## src/rtl/muldiv_unit.sv

```systemverilog
// Iterative radix-2 multiply/divide unit with HI/LO registers (MULT/MULTU/DIV/DIVU, MTHI/MTLO).
// Optional macro MULDIV_EARLY_OUT_EN: multiplies stop once the remaining multiplier is zero.
module muldiv_unit #(
   parameter int WIDTH = 32
) (
   input  logic             clk,
   input  logic             reset,
   input  logic             start,
   input  logic [1:0]       op,
   input  logic [WIDTH-1:0] a,
   input  logic [WIDTH-1:0] b,
   input  logic             hi_we,
   input  logic             lo_we,
   input  logic [WIDTH-1:0] wdata,
   output logic             busy,
   output logic             done,
   output logic [WIDTH-1:0] hi,
   output logic [WIDTH-1:0] lo,
   output logic             div_zero
);

   localparam int CW = $clog2(WIDTH) + 1;

   localparam logic [2:0] S_IDLE = 3'd0;
   localparam logic [2:0] S_PREP = 3'd1;
   localparam logic [2:0] S_CALC = 3'd2;
   localparam logic [2:0] S_FIX  = 3'd3;
   localparam logic [2:0] S_DONE = 3'd4;

   logic [2:0]         state;
   logic [1:0]         op_r;
   logic [WIDTH-1:0]   a_r, b_r;
   logic [2*WIDTH-1:0] acc;     // product, or {remainder, dividend/quotient}
   logic [2*WIDTH-1:0] mcand;   // shifted multiplicand, or divisor in low half
   logic [WIDTH-1:0]   mplr;
   logic [CW-1:0]      cnt;
   logic               neg_q, neg_r, dz;

   logic               is_div, sgn, last;
   logic [WIDTH-1:0]   abs_a, abs_b;
   logic [2*WIDTH-1:0] acc_mul, prod_f;
   logic [WIDTH:0]     div_top, div_diff;
   logic [WIDTH-1:0]   quo_f, rem_f, hi_f, lo_f;

   assign busy = (state == S_PREP) || (state == S_CALC) || (state == S_FIX);
   assign done = (state == S_DONE);

   always_comb begin
      is_div   = op_r[1];
      sgn      = ~op_r[0];
      abs_a    = (sgn && a_r[WIDTH-1]) ? ('0 - a_r) : a_r;
      abs_b    = (sgn && b_r[WIDTH-1]) ? ('0 - b_r) : b_r;
      acc_mul  = mplr[0] ? (acc + mcand) : acc;
      // restoring step: shifted partial remainder (with next dividend bit) minus divisor
      div_top  = acc[2*WIDTH-1:WIDTH-1];
      div_diff = div_top - {1'b0, mcand[WIDTH-1:0]};
`ifdef MULDIV_EARLY_OUT_EN
      last     = (cnt == CW'(WIDTH-1)) || (!is_div && (mplr[WIDTH-1:1] == '0));
`else
      last     = (cnt == CW'(WIDTH-1));
`endif
      prod_f   = neg_q ? ('0 - acc) : acc;
      quo_f    = neg_q ? ('0 - acc[WIDTH-1:0]) : acc[WIDTH-1:0];
      rem_f    = neg_r ? ('0 - acc[2*WIDTH-1:WIDTH]) : acc[2*WIDTH-1:WIDTH];
      if (is_div) begin
         hi_f = rem_f;
         lo_f = dz ? '1 : quo_f;
      end else begin
         hi_f = prod_f[2*WIDTH-1:WIDTH];
         lo_f = prod_f[WIDTH-1:0];
      end
   end

   always_ff @(posedge clk or negedge reset) begin
      if (!reset) begin
         state    <= S_IDLE;
         op_r     <= '0;
         a_r      <= '0;
         b_r      <= '0;
         acc      <= '0;
         mcand    <= '0;
         mplr     <= '0;
         cnt      <= '0;
         neg_q    <= 1'b0;
         neg_r    <= 1'b0;
         dz       <= 1'b0;
         hi       <= '0;
         lo       <= '0;
         div_zero <= 1'b0;
      end else begin
         if (!busy) begin
            if (hi_we) hi <= wdata;
            if (lo_we) lo <= wdata;
         end
         case (state)
            S_IDLE, S_DONE: begin
               if (start) begin
                  state    <= S_PREP;
                  op_r     <= op;
                  a_r      <= a;
                  b_r      <= b;
                  div_zero <= 1'b0;
               end else begin
                  state    <= S_IDLE;
               end
            end
            S_PREP: begin
               acc   <= is_div ? {{WIDTH{1'b0}}, abs_a} : '0;
               mcand <= is_div ? {{WIDTH{1'b0}}, abs_b} : {{WIDTH{1'b0}}, abs_a};
               mplr  <= abs_b;
               neg_q <= sgn && (a_r[WIDTH-1] ^ b_r[WIDTH-1]);
               neg_r <= sgn && a_r[WIDTH-1];
               dz    <= is_div && (b_r == '0);
               cnt   <= '0;
               state <= S_CALC;
            end
            S_CALC: begin
               if (is_div) begin
                  acc <= div_diff[WIDTH] ? {acc[2*WIDTH-2:0], 1'b0}
                                         : {div_diff[WIDTH-1:0], acc[WIDTH-2:0], 1'b1};
               end else begin
                  acc   <= acc_mul;
                  mcand <= {mcand[2*WIDTH-2:0], 1'b0};
                  mplr  <= {1'b0, mplr[WIDTH-1:1]};
               end
               cnt <= cnt + 1'b1;
               if (last) state <= S_FIX;
            end
            S_FIX: begin
               hi       <= hi_f;
               lo       <= lo_f;
               div_zero <= is_div && dz;
               state    <= S_DONE;
            end
            default: state <= S_IDLE;
         endcase
      end
   end

endmodule
```

## config.mk

```make
export PLATFORM = sky130hd
export DESIGN_NAME = muldiv_unit
export DESIGN_NICKNAME = d
export VERILOG_FILES = /design/src/rtl/muldiv_unit.sv
export SDC_FILE = /design/constraint.sdc
export NUM_CORES = 1
export LEC_CHECK = 0
export BUFFER_PORTS_ARGS = -buffer_cell sky130_fd_sc_hd__clkbuf_2
export CAP_MARGIN = 20
export CORE_MARGIN = 2
export CORE_UTILIZATION = 55
export DETAILED_ROUTE_END_ITERATION = 7
export GPL_ROUTABILITY_DRIVEN = 0
export PLACE_DENSITY = 0.74
export SYNTH_ARGS = -nofsm -noshare
export SYNTH_HDL_FRONTEND = slang
export SYNTH_SLANG_ARGS = --single-unit
```

## constraint.sdc

```tcl
create_clock -name clk -period 3.99 [get_ports clk]
set_clock_uncertainty 0.1 [all_clocks]
set_input_delay 0.798 -clock clk [delete_from_list [all_inputs] [get_ports clk]]
set_output_delay 0.798 -clock clk [all_outputs]
set_load 0.005 [all_outputs]
```

==> key figures, run 1 <==
Power and ir drop
  • Sw Share: 50.0%
  • Clk pwr share: 13.6%
  • Psw: 12.4 mW
  • Lkg Pwr: 11.6 nW
  • Pwr per Cell Area: 992 nW/um^2
  • Power, Total: 24.8 mW
  • Reg power frac: 23.8%
  • Pint: 12.4 mW
  • VDD IR max: 523 uV
  • Logic gate share of total power: 62.7%

Detailed routing
  • Total Wirelength: 73000 um
  • Total iterations of the first detailed-routing run: 7
  • DR WL/cell: 21.5 um
  • DR iter-0 viols: 2552
  • DR DRC count: 0
  • Final ANT Viol Nets: 0
  • Via/cell ratio: 6.39
  • Via count: 21.7k

Global routing
  • Largest net degree at the start of global routing: 86
  • Vias in the first global route: 20.4k
  • Initial antenna violation count: 0
  • Grt ovf: 0
  • Tot GR Track Use: 34.6%
  • First-pass GRT wire length: 114000 um

Clock network
  • CTS tree: built
  • Cts hold-fix bufs: 0
  • Clk root buf: clkbuf_16
  • Setup Buffers After CTS: 0
  • CTS clock-pin slew for the worst setup and hold paths: 0.06 ns
  • Resize count post-CTS: 0
  • Later-pin clock latency in the skew report: 0.57 ns
  • Num CTS Buffers: 36
  • Clock sink total: 303
  • Maximum buffer depth of the clock tree: 3
  • H-tree Lvls: 2

STA
  • Fin Setup TNS: 0 ns
  • Final setup violation count: 0
  • Worst-Margin Slew: 1.10 ns
  • Fin. Hold Viols: 0
  • Fin crit period: 3.79 ns
  • Relative slew margins: 26.5%
  • Final worst-path setup slack: 0.197 ns
  • Final Cycle Share: 95.1%
  • Pins Over Slew Limit: 0
  • Max Clock Freq: 264 MHz
  • RSZ-0062 raised after global routing: no

Synth
  • Seq/Total Area, Yosys: 34.2%
  • Post-synth ARST share: 100%
  • Post-synth EDFFs: 0
  • Top FF cell, synth: dfrtp_1
  • Synth Register Bits: 303
  • Synth cell types: 85
  • Largest area contributor in the netlist: dfrtp_1
  • Ys Warns: 0
  • Top cell type's share of synthesized area: 34.2%
  • Mapped Nets: 2927
  • Area contributors post-synth: dfrtp_1 (34%), nand2_1 (7.0%), ha_1 (5.6%)
  • Avg Cell Area, Syn: 8.15 um^2
  • Netlist Area Pre-Place: 22200 um^2
  • Post-Syn Instances: 2722

Critical path
  • Reg2reg path depth: 13
  • End of the worst register-to-register path: acc[62]
  • Setup crit start kind: register
  • CP max FO: 6
  • CP Class: reg -> reg
  • Worst Setup End Kind: register
  • Worst EP arrival: 4.14 ns
  • Worst Setup EP: acc[62]
  • Reg2Reg Setup Slack: 0.20 ns
  • Launching point of the worst reg2reg path: acc[0]
  • CP required: 4.34 ns
  • Worst setup path startpoint: acc[0]

Final layout
  • Most frequent cells in the layout: nand2_1 (409), dfrtp_1 (302), o21ai_0 (241), nor2_1 (220), a21oi_1 (217)
  • Nets: 3053
  • Leading cell type in the layout, fill and taps excluded: nand2_1
  • Fraction of layout cells with a size suffix above 1: 14.7%
  • Fin area: 25000 um^2
  • Cell Count, Final, Fillers Out: 3399
  • Synth-to-layout area growth: 12.8%

Run status
  • Status: finished, final reports clean

Floorplanning
  • DIE AREA: 42000 um^2
  • Die W: 205 um
  • Die Y-Extent: 205 um
  • Boundary pin count: 170
  • Initial core utilization: 55.8%
  • Core Box Area: 39700 um^2
  • Rows: 73

Placed design
  • Buffers on Ports: 169
  • Placed cell areas: 23800 um^2
  • Pre-CTS setup slack: 0.211 ns
  • Number of cells after detailed placement: 3335
  • Hpwl dp: 55300 um

Job
  • Max-cap violations: 0

Hold path
  • Hold Crit Class: in -> async
[cells in the mapped netlist (10+ instances only)]
cell type,n
a211oi_1,22
a21boi_0,10
a21o_1,45
a21oi_1,218
a221oi_1,26
a22oi_1,21
a31oi_1,29
and2_1,16
and3_1,14
buf_1,24
clkbuf_1,132
dfrtp_1,303
ha_1,100
inv_1,72
mux2_2,62
mux2i_1,81
nand2_1,412
nand2b_1,15
nand3_1,105
nand4_1,27
nor2_1,222
nor2b_1,24
nor3_1,40
nor4_1,11
o211ai_1,10
o21a_1,18
o21ai_0,241
o21ai_1,23
o21bai_1,14
o22ai_1,18
o31ai_1,23
o41ai_1,13
or3_1,14
xnor2_1,119
xor2_1,84
[per-stage QoR]
stage / hold slack, ns / utilization, %
6_report: 0.129 / 63.0
5_1_grt: 0.189 / 63.0
4_1_cts: 0.165 / 63.0
3_5_place_dp: 0.388 / 60.0
3_3_place_gp: 0.382 / 60.0
2_1_floorplan: 0.360 / -
[state kept, by name, summed over array words and instances, names as in the netlist]
signal / count
acc: 64
mcand: 64
a_r: 32
b_r: 32
hi: 32
lo: 32
mplr: 32
cnt: 6
state: 3
op_r: 2
div_zero: 1
dz: 1
neg_q: 1
neg_r: 1
[area by class of cell]
type | instances | area, um^2
Timing Repair Buffer | 257 | 1600
Clock inverter | 9 | 105
Inverter | 73 | 274
Tap cell | 525 | 657
Fill cell | 3389 | 14700
Antenna cell | 1 | 2.50
Multi-Input combinational cell | 2177 | 13700
Clock buffer | 54 | 1100
Sequential cell | 303 | 7590
[per-layer routing]
layer / wire length [um] / up-vias / GRT usage, %
met3: 7650 / 218 / 5.31
met5: 0 / - / 0
li1: - / 9945 / -
met2: 31900 / 1255 / 53.7
met1: 29800 / 10300 / 47.8
met4: 3600 / 0 / 15.8
[critical path, stage by stage, from the launching register on]
cell and delay (ns):
dfrtp_1 0.43, ha_1 0.26, fa_1 0.41, a21oi_1 0.20
o211a_1 0.22, o21a_1 0.23, o32ai_1 0.13, nor3_2 0.35
o21ai_2 0.14, a22o_1 0.26, a211oi_2 0.37, o31a_1 0.19
xnor2_1 0.06, a221o_1 0.31
[worst min-delay path by stage]
stage	from	end	cells past startpoint
2_1_floorplan	cnt[3]	cnt[3]	1
3_3_place_gp	mcand[57]	mcand[58]	2
3_5_place_dp	cnt[3]	cnt[3]	1
4_1_cts	reset	lo[9]	1
5_1_grt	reset	lo[14]	1
6_report	reset	lo[14]	1
[logic make-up (layout without fill, tap and decap cells)]
family          Yosys count  after routing  share of synthesized area (%)
simple gates            936            936                           18.8
compound gates          792            792                           22.0
flops                   303            303                           34.2
buf+inv                 242            393                           4.25
xor+xnor                204            204                           8.09
mux                     143            143                           6.80
fa+ha+maj               102            102                           5.82
other cells               0              1                              0
[power groups by stage]
stage | Combinational [mW] | Sequential (mW) | Clock, mW
2_1_floorplan | 10.7 | 5.55 | 0
3_3_place_gp | 14.8 | 5.81 | 0
3_5_place_dp | 15.0 | 5.90 | 0
4_1_cts | 15.1 | 5.85 | 3.41
5_1_grt | 16.9 | 6.04 | 3.52
6_report | 15.6 | 5.90 | 3.37
No activity file was read; power rests on OpenSTA's default activity.
==> run 2, diff against run 1 <==
--- a/config.mk
+++ b/config.mk
@@ -5,13 +5,14 @@
 export SDC_FILE = /design/constraint.sdc
 export NUM_CORES = 1
 export LEC_CHECK = 0
+export ABC_AREA = 1
 export BUFFER_PORTS_ARGS = -buffer_cell sky130_fd_sc_hd__clkbuf_2
 export CAP_MARGIN = 20
 export CORE_MARGIN = 2
 export CORE_UTILIZATION = 55
 export DETAILED_ROUTE_END_ITERATION = 7
 export GPL_ROUTABILITY_DRIVEN = 0
-export PLACE_DENSITY = 0.74
+export PLACE_DENSITY = 0.73
 export SYNTH_ARGS = -nofsm -noshare
 export SYNTH_HDL_FRONTEND = slang
 export SYNTH_SLANG_ARGS = --single-unit
==> key figures, run 2 <==
STA
  • Worst-Margin Slew: 0.932 ns
  • Fin Setup TNS: 0 ns
  • Max Clock Freq: 319 MHz
  • Fin. Hold Viols: 0
  • Fin crit period: 3.13 ns
  • Pins Over Slew Limit: 0
  • Relative slew margins: 37.8%
  • Final setup violation count: 0
  • Final Cycle Share: 78.5%
  • RSZ-0062 raised after global routing: no

Floorplanning
  • Die W: 225 um
  • Die Y-Extent: 225 um
  • Rows: 81
  • DIE AREA: 50700 um^2
  • Boundary pin count: 170
  • Initial core utilization: 55.3%
  • Core Box Area: 48600 um^2

Global routing
  • Largest net degree at the start of global routing: 126
  • Grt ovf: 0
  • Vias in the first global route: 27.1k
  • First-pass GRT wire length: 156000 um
  • Initial antenna violation count: 0
  • Tot GR Track Use: 40.0%

Detailed routing
  • Total iterations of the first detailed-routing run: 6
  • Wire length on met2: 42800 um
  • DR iter-0 viols: 4002
  • Routed length on met3: 11300 um
  • Top Layer Used: met4
  • Via/cell ratio: 5.71
  • DR WL/cell: 19.3 um
  • DR DRC count: 0
  • M1 WL: 40100 um
  • Via count: 30.1k
  • Total Wirelength: 102000 um
  • Final ANT Viol Nets: 0

Power and ir drop
  • Lkg Pwr: 16.1 nW
  • Pint: 11.7 mW
  • Sw Share: 57.4%
  • Psw: 15.7 mW
  • Logic gate share of total power: 64.9%
  • Pwr per Cell Area: 930 nW/um^2
  • Clk pwr share: 12.6%
  • Reg power frac: 22.6%
  • VDD IR max: 524 uV

Synth
  • Post-synth EDFFs: 0
  • Cell with the most instances after synthesis: nand2_1
  • Netlist Area Pre-Place: 26900 um^2
  • Most frequent cells after synthesis: nand2_1 (1570), inv_1 (735), nor2_1 (390), nand3_1 (387), dfrtp_1 (303)
  • Ys Warns: 0
  • Post-Syn Instances: 4503
  • Synth cell types: 58
  • Seq/Total Area, Yosys: 28.2%
  • Mapped Nets: 4708
  • Largest area contributor in the netlist: dfrtp_1
  • Area contributors post-synth: dfrtp_1 (28%), nand2_1 (22%), inv_1 (10%)
  • Post-synth ARST share: 100%
  • Top cell type's share of synthesized area: 28.2%
  • Synth Register Bits: 303
  • Avg Cell Area, Syn: 5.97 um^2
  • Top FF cell, synth: dfrtp_1

Clock network
  • CTS clock-pin slew for the worst setup and hold paths: 0.07 ns
  • CTS tree: built
  • Setup Buffers After CTS: 0
  • Maximum buffer depth of the clock tree: 3
  • Cts hold-fix bufs: 0
  • H-tree Lvls: 2
  • Clk root buf: clkbuf_16
  • Later-pin clock latency in the skew report: 0.58 ns
  • Num CTS Buffers: 35
  • Clock sink total: 303
  • Resize count post-CTS: 0

Final layout
  • Fraction of layout cells with a size suffix above 1: 7.28%
  • Biggest regs: acc (64), mcand (64)
  • Fin area: 29500 um^2
  • ANT cells: 0
  • Synth-to-layout area growth: 9.63%
  • Leading cell type in the layout, fill and taps excluded: nand2_1
  • Nets: 4822
  • Most frequent cells in the layout: nand2_1 (1568), inv_1 (734), nor2_1 (388), nand3_1 (387), dfrtp_1 (302)

Critical path
  • Cell family with most CP delay: buffers and inverters
  • Setup crit start kind: register
  • CP required: 4.41 ns
  • Worst Setup End Kind: register
  • CP peak stage delay: 0.55 ns
  • CP Class: reg -> reg
  • CP Cell Sequence: inv_1 -> nor2_2 -> nand2_2 -> nor2_2 -> inv_2 -> nand2_2 -> inv_2 -> buf_4 -> a21oi_1 -> nand3_1 -> o21ai_0 -> inv_1
  • Worst path bufs/invs: 5
  • Slowest cell on crit path: buf_4
  • CP max FO: 58
  • Worst EP arrival: 3.55 ns

Placed design
  • Placed cell areas: 28300 um^2
  • Buffers on Ports: 169
  • Hpwl dp: 81100 um

Run status
  • Status: finished, final reports clean

Hold path
  • Hold Crit Class: in -> async

Job
  • Max-cap violations: 0
-- run 2: cell types whose count changed in the layout (fill, tap and decap cells not counted), sizes merged, moves of 24 or more --
cell | previous run | this run
a21oi | 220 | 245
a21o | 45 | 1
nor2b | 24 | 0
inv | 74 | 751
nand3 | 105 | 388
xnor2 | 119 | 10
mux2i | 81 | 0
nand2 | 412 | 1589
o21ai | 268 | 237
buf | 89 | 39
mux2 | 62 | 0
nor2 | 222 | 408
-- run 2: worst register-to-register path, delay by kind of cell, from the launching register on --
family | cells | cell delay, ns
DFF | 1 | 0.41
and+or+nand+nor | 5 | 0.85
buffers and inverters | 5 | 1.48
AOI/OAI and AO/OA | 2 | 0.25
-- run 2: per-stage QoR --
stage,total power [mW],instances,util [%],hold slack (ns),worst slack [ns]
3_5_place_dp,23.2,5202,58.1,0.364,0.936
6_report,27.4,5265,60.6,0.116,0.856
5_1_grt,29.3,5265,60.6,0.169,0.641
4_1_cts,26.7,5265,60.6,0.141,0.921
3_3_place_gp,23.1,5202,58.1,0.360,1.00
2_1_floorplan,17.5,4503,-,0.344,1.56
-- run 2: path summary, 6_finish.rpt --
kind / depth (start not counted) / from / slack (ns) / end
worst max-delay path: 12 / state[1] / 0.86 / mcand[29]
worst min-delay path: 1 / reset / 0.12 / hi[16]
worst max register to register: 12 / state[1] / 0.86 / mcand[29]
worst min register to register: 2 / mplr[25] / 0.38 / mplr[25]
max in group asynchronous: 2 / reset / 2.80 / hi[28]
min in group clk: 3 / a[6] / 0.31 / a_r[6]
-- run 2: routing by layer --
metal	vias up	global-route usage [%]
li1	14400	-
met1	13500	53.0
met2	1778	60.3
met3	392	7.57
met4	0	25.3
met5	-	0
-- run 2: cells by family (layout without fill, tap and decap cells) --
| logic type | after synthesis | in the layout | share of synthesized area, % |
|---|---|---|---|
| xor+xnor | 93 | 93 | 3.03 |
| buf+inv | 885 | 1025 | 12.9 |
| flops | 303 | 303 | 28.2 |
| compound gates | 626 | 626 | 13.0 |
| simple gates | 2494 | 2494 | 38.2 |
| fa+ha+maj | 102 | 102 | 4.80 |
-- run 2: power groups by stage --
stage	logic (mW)	registers, mW	clock network [mW]
3_5_place_dp	17.1	6.10	0
3_3_place_gp	17.0	6.09	0
2_1_floorplan	12.2	5.33	0
6_report	17.8	6.19	3.44
4_1_cts	17.2	6.06	3.46
5_1_grt	19.5	6.24	3.59
-- run 2: cell type report --
type	count	area, um^2
Sequential cell	303	7590
Clock inverter	15	220
Multi-Input combinational cell	3315	15900
Inverter	755	2840
Timing Repair Buffer	207	1220
Fill cell	4911	19200
Tap cell	622	778
Clock buffer	48	985
